File: src/rtl/serial_subtractor.sv
// serial_subtractor
// Bit-serial A - B, LSB first, one difference/borrow cell per clock with a
// registered borrow. A start/busy/done handshake allows back-to-back runs.
//
// Handshake: start is sampled on the rising edge only while the block is in
// IDLE or DONE; that edge loads a and b. busy is high for exactly WIDTH
// cycles afterwards, then done pulses for one cycle with diff/borrow valid.
// start seen during RUN is ignored. diff and borrow hold in IDLE until the
// next accepted start.
module serial_subtractor #(
  parameter int WIDTH = 4
) (
  input  logic             clk,
  input  logic             rst_n,
  input  logic             start,
  input  logic [WIDTH-1:0] a,
  input  logic [WIDTH-1:0] b,
  output logic             busy,
  output logic             done,
  output logic [WIDTH-1:0] diff,
  output logic             borrow
);

  // Counter must be able to index bit WIDTH-1; never narrower than one bit.
  localparam int CW = ($clog2(WIDTH + 1) < 1) ? 1 : $clog2(WIDTH + 1);
  localparam logic [CW-1:0] LAST_BIT = CW'(WIDTH - 1);

  typedef enum logic [1:0] {
    IDLE   = 2'd0,
    RUN    = 2'd1,
    DONE_S = 2'd2
  } state_t;

  state_t           state;
  state_t           state_next;

  logic [WIDTH-1:0] a_q;
  logic [WIDTH-1:0] b_q;
  logic [WIDTH-1:0] diff_q;
  logic             br_q;
  logic [CW-1:0]    cnt_q;
  logic             busy_q;
  logic             done_q;

  logic             load;
  logic             a0;
  logic             b0;
  logic             d_bit;
  logic             br_next;
  logic [WIDTH-1:0] diff_shift;

  // State register.
  always_ff @(posedge clk or negedge rst_n) begin
    if (!rst_n) begin
      state <= IDLE;
    end else begin
      state <= state_next;
    end
  end

  // Next-state logic; the last RUN edge is the one that processes bit WIDTH-1.
  always_comb begin
    state_next = state;
    case (state)
      IDLE:    if (start) state_next = RUN;
      RUN:     if (cnt_q == LAST_BIT) state_next = DONE_S;
      DONE_S:  state_next = start ? RUN : IDLE;
      default: state_next = IDLE;
    endcase
  end

  // Accept start only when no operation is in flight.
  assign load = start && ((state == IDLE) || (state == DONE_S));

  // One difference/borrow cell plus the right-shifted result with d in the MSB.
  always_comb begin
    a0         = a_q[0];
    b0         = b_q[0];
    d_bit      = a0 ^ b0 ^ br_q;
    br_next    = (~a0 & b0) | (~(a0 ^ b0) & br_q);
    diff_shift = diff_q >> 1;
    diff_shift[WIDTH-1] = d_bit;
  end

  // Operand/result shift registers, borrow register and bit counter.
  always_ff @(posedge clk or negedge rst_n) begin
    if (!rst_n) begin
      a_q    <= '0;
      b_q    <= '0;
      diff_q <= '0;
      br_q   <= 1'b0;
      cnt_q  <= '0;
    end else if (load) begin
      a_q    <= a;
      b_q    <= b;
      diff_q <= '0;
      br_q   <= 1'b0;
      cnt_q  <= '0;
    end else if (state == RUN) begin
      a_q    <= a_q >> 1;
      b_q    <= b_q >> 1;
      diff_q <= diff_shift;
      br_q   <= br_next;
      cnt_q  <= cnt_q + CW'(1);
    end
  end

  // Registered status flags so busy/done come straight from flops.
  always_ff @(posedge clk or negedge rst_n) begin
    if (!rst_n) begin
      busy_q <= 1'b0;
      done_q <= 1'b0;
    end else begin
      busy_q <= (state_next == RUN);
      done_q <= (state_next == DONE_S);
    end
  end

  assign busy   = busy_q;
  assign done   = done_q;
  assign diff   = diff_q;
  assign borrow = br_q;

endmodule

File: config.mk
export PLATFORM = sky130hd
export DESIGN_NAME = serial_subtractor
export DESIGN_NICKNAME = d
export VERILOG_FILES = /design/src/rtl/serial_subtractor.sv
export SDC_FILE = /design/constraint.sdc
export NUM_CORES = 1
export LEC_CHECK = 0
export ABC_AREA = 1
export CORE_ASPECT_RATIO = 0.9
export CORE_MARGIN = 3
export CORE_UTILIZATION = 60
export DETAILED_ROUTE_END_ITERATION = 16
export DONT_BUFFER_PORTS = 1
export PLACE_DENSITY_LB_ADDON = 0.25
export SLEW_MARGIN = 20
export SYNTH_ARGS = -nofsm -noshare
export SYNTH_HDL_FRONTEND = slang
export SYNTH_SLANG_ARGS = --single-unit
File: constraint.sdc
create_clock -name clk -period 3.3 [get_ports clk]
set_clock_uncertainty 0.05 [all_clocks]
set_input_delay 0.495 -clock clk [delete_from_list [all_inputs] [get_ports clk]]
set_output_delay 0.495 -clock clk [all_outputs]
set_load 0.05 [all_outputs]
=== Yosys cells after proc, flatten, opt, wreduce, memory -nomap -nowiden ===
Cells that the tools add are included.

* Register bits: 20
* Logic and storage cells: 39
* Output and inout bits: 7
* Input bits: 11

* Bitwise gates (word level): 7
* Mux-type cells: 14
* Equal/unequal tests: 5
* Reduce and logical (&&, ||, !) cells: 4
* Add/subtract/negate cells: 1

{| class="wikitable"
|+ Operators with widths
! cell !! number
|-
| two-way mux 4 bit || 6
|-
| two-way mux 3 bit || 2
|-
| case mux 2 bit (3 select lines) || 1
|-
| == test 2 x 1 -> 1 bit (second input constant) || 2
|-
| == test 2 bit (second input constant) || 2
|-
| two-way mux 2 bit || 2
|-
| adder 3 x 1 -> 3 bit (second input constant) || 1
|-
| == test 3 x 2 -> 1 bit (second input constant) || 1
|-
| two-way mux 1 bit || 3
|-
| AND 1 bit || 2
|-
| zero test 2 bit || 1
|-
| inverter 1 bit || 2
|-
| nonzero test 2 bit || 1
|-
| bitwise XOR 1 bit || 2
|-
| logical AND 1 bit || 1
|-
| logical OR 1 bit || 1
|-
| OR 1 bit || 1
|}

=== Depth between registers and ports, before layout ===
* Word-level depth: 6
* Gate-level depth with buffers: 5
* Gate-level depth less buffers: 4

=== Worst setup path before layout ===
No wires, ideal clock.

* Path type: flip-flop to flip-flop
* From: register br_q, in the netlist borrow
* To: register diff_q[3], in the netlist diff[3]
* Setup time: 0.123 ns
* Clock period less this slack: 1.391 ns
* Cell stages (with the launch flop): 3
* Slack: 1.909 ns
* Data arrival time: 1.218 ns
* Buffers on the path: 0
* Required time: 3.127 ns
* Path through: dfrtp_1 fa_1 o21ai_1

* Word-level cells in the longest chain between the ends: 3

{| class="wikitable"
|+ Ends and longest elaborated chain
! what !! RTL line !! source
|-
| from (decl) || 40 || <nowiki>logic br_q;</nowiki>
|-
| from (signal assigned) || 103 || <nowiki>br_q <= br_next;</nowiki>
|-
| bitwise XOR 1 bit || 79 || <nowiki>d_bit = a0 ^ b0 ^ br_q;</nowiki>
|-
| two-way mux 4 bit || 99 || <nowiki>end else if (state == RUN) begin</nowiki>
|-
| two-way mux 4 bit || 93 || <nowiki>end else if (load) begin</nowiki>
|-
| to (signal assigned) || 102 || <nowiki>diff_q <= diff_shift;</nowiki>
|-
| to (decl) || 39 || <nowiki>logic [WIDTH-1:0] diff_q;</nowiki>
|}

No other way between the ends. The select of a mux whose other input is x is not followed.
A chain may end at the register's enable or synchronous reset.

=== Worst setup path after layout ===
* From: register br_q, in the netlist borrow
* To: output borrow

{| class="wikitable"
|+ RTL lines
! what !! RTL line !! source
|-
| to (decl) || 21 || <nowiki>output logic borrow</nowiki>
|}

No word-level cell between the ends.

==> summary.txt <==
switch share: 47.3%
Initial Util: 67.8%
top-area cell type share of the netlist area: 56.5%
clk buf depth: 2
n_diodes: 0
IO Port Bufs: 0
initial DRC count: 5
overall power: 0.999 mW
clock transition at the registers of the reported paths: 110 ps
total number of vias: 602
Die X: 46.5 um
setup bufs post-CTS: 0
first-pass GRT wire length: 2.47 mm
Top Ports: 18
Die Ht: 42.5 um
final hold violations: 0
CP endpoint kind: output port
Clk network pwr share: 14.2%
Sw Pwr: 0.472 mW
Post-Syn Instances: 92
Synth Area in Compound Gates: 2.82%
area grow syn2layout: 2.97%
CTS Root Cell: clkbuf_4
max-cap viol count: 0
TritonCTS clock tree: built
CP Max Fanout: 3
Nets: 108
layout cells sized above 1: 10.8%
Hold Buf Count CTS: 1
DRT Pass-1 Iters: 4
portion of netlist area occupied by mux cells: 0%
flop and latch count out of synthesis: 20
class of the worst hold path: input pin to flop
DPL Wire Length: 996 um
pwr/cell area: 1100 nW/um^2
Die ar.: 1970 um^2
# rows: 12
DRT met1 WL: 632 um
status: finished, final reports clean
Synth Area per Inst: 9.63 um^2
Via-to-Cell Ratio: 5.63
RSZ-0062 raised after global routing: no
mapped cell area: 886 um^2
met2 routed WL: 730 um
Gate power share: 31.3%
final number of max-transition violations: 0
Rel. slew slack: 40.9%
Floorplan Core Area: 1310 um^2
Critical Path RT: 2750 ps
Wirelength per Cell: 13.9 um
CP startpoint kind: flop
CP arrival: 1000 ps
ranking of synthesized cells by area: dfrtp_1 (56%), nand3_1 (12%), nand2_1 (11%), ha_1 (2.8%), o21ai_1 (2.8%)
total track usage: 17.4%
register area share after synthesis: 56.5%
CTS resizes: 0
setup TNS: 0 ps
met3 wire length: 112 um
DR DRC count: 0
gr ovfl total: 0
Final min period: 1540 ps
final setup fails: 0
CP Class: flop to output port
VDD IR max: 0.713 mV
CTS buffer count: 3
P_int: 0.526 mW
Fill cells: 116
CTS sink count: 20
leading area contributor after synthesis: dfrtp_1
H-tree levels: 1
post-route ant nets: 0
Seq pwr share: 54.5%
GPL Wtd Cong: 0.746
vias in the first global route: 564
largest net degree at the start of global routing: 24
Tcrit/Tclk final: 46.7%
WL final: 1.49 mm
Static Leakage: 0.461 nW
post-synth cell types: 16
antenna violations before repair: 0
simple-gate share of the synthesized area: 28.8%
Multi-input gate area: 325 um^2
sequential standard cell area: 500 um^2
Worst-Skew Late Latency: 300 ps
DR top layer: met4
Post-Syn Nets: 106
Post-Synth XOR/XNOR Area: 0%
Max Fclk: 0.648 GHz
largest family of logic cells by synthesized area: simple AND/OR/NAND/NOR gates
adder-cell share of the synthesized area: 5.08%
Worst-Margin Slew: 883 ps
synthesis warning total: 0
cell type report:
cell class / instances / share of cell area, %
Clock buffer: 4 / 3.98
Inverter: 6 / 2.47
Multi-Input combinational cell: 62 / 35.7
Sequential cell: 20 / 54.9
Tap cell: 14 / 1.92
Timing Repair Buffer: 1 / 1.10
routing by layer:
metal,GRT usage (%),vias to the layer above
met1,23.8,286
met2,25.3,15
met3,8.15,2
li1,-,299
met4,3.41,0
met5,0,-
layout by cell type, fill, tap and decap left out:
master and count:
fa_1 1, nand2_4 1, nand2_1 26, ha_1 2, nand2_2 1, dfrtp_1 20
inv_1 5, clkbuf_4 3, dlygate4sd3_1 1, inv_2 1, nor2_1 2, o21ai_1 5
nor2_4 1, nor2_2 1, nand3_1 21, nand3_2 1, clkbuf_8 1
through the flow:
step	instance area, um^2	utilization [%]	hold WS, ps	instances	worst slack (ps)
3_3_place_gp	866	66.3	150	102	1880
6_report	912	69.8	252	107	1760
2_1_floorplan	886	-	149	92	1910
4_1_cts	912	69.8	252	107	1750
5_1_grt	912	69.8	244	107	1710
3_5_place_dp	866	66.3	150	102	1860
power groups by stage:
| stage | Clock, mW | Combinational (mW) | Sequential, mW |
|---|---|---|---|
| floorplan | 0 | 0.294 | 0.533 |
| global placement | 0 | 0.298 | 0.547 |
| detailed placement | 0 | 0.310 | 0.551 |
| CTS | 0.145 | 0.316 | 0.546 |
| global route | 0.156 | 0.364 | 0.560 |
| finish | 0.142 | 0.312 | 0.544 |
flip-flops by register name, summed over array words and instances, names as in the netlist:
name	count
a_q	4
b_q	4
diff	4
cnt_q	3
state	2
borrow	1
busy	1
done	1
cells in the mapped netlist (all sizes together):
cell type,instances
nand2,28
nand3,22
dfrtp,20
inv,6
o21ai,5
buf,4
nor2,4
ha,2
fa,1
path summary, 6_finish.rpt:
kind,slack [ps],depth (start not counted),endpoint,from
max in group asynchronous,1970,1,cnt_q[1]$_DFFE_PN0P_,rst_n
worst max-delay path,1760,0,borrow,borrow$_DFFE_PN0P_
min in group asynchronous,690,1,busy$_DFF_PN0_,rst_n
worst min register to register,460,2,a_q[2]$_DFFE_PN0P_,a_q[3]$_DFFE_PN0P_
worst min-delay path,250,2,b_q[3]$_DFFE_PN0P_,b[3]
worst max register to register,1860,2,diff[3]$_DFFE_PN0P_,borrow$_DFFE_PN0P_
logic make-up after synthesis:
family / count (synthesis)
and+or+nand+nor: 54
buffers and inverters: 10
adders and majority gates: 3
DFF: 20
AOI/OAI and AO/OA: 5
Power figures use the tool's default switching activity.
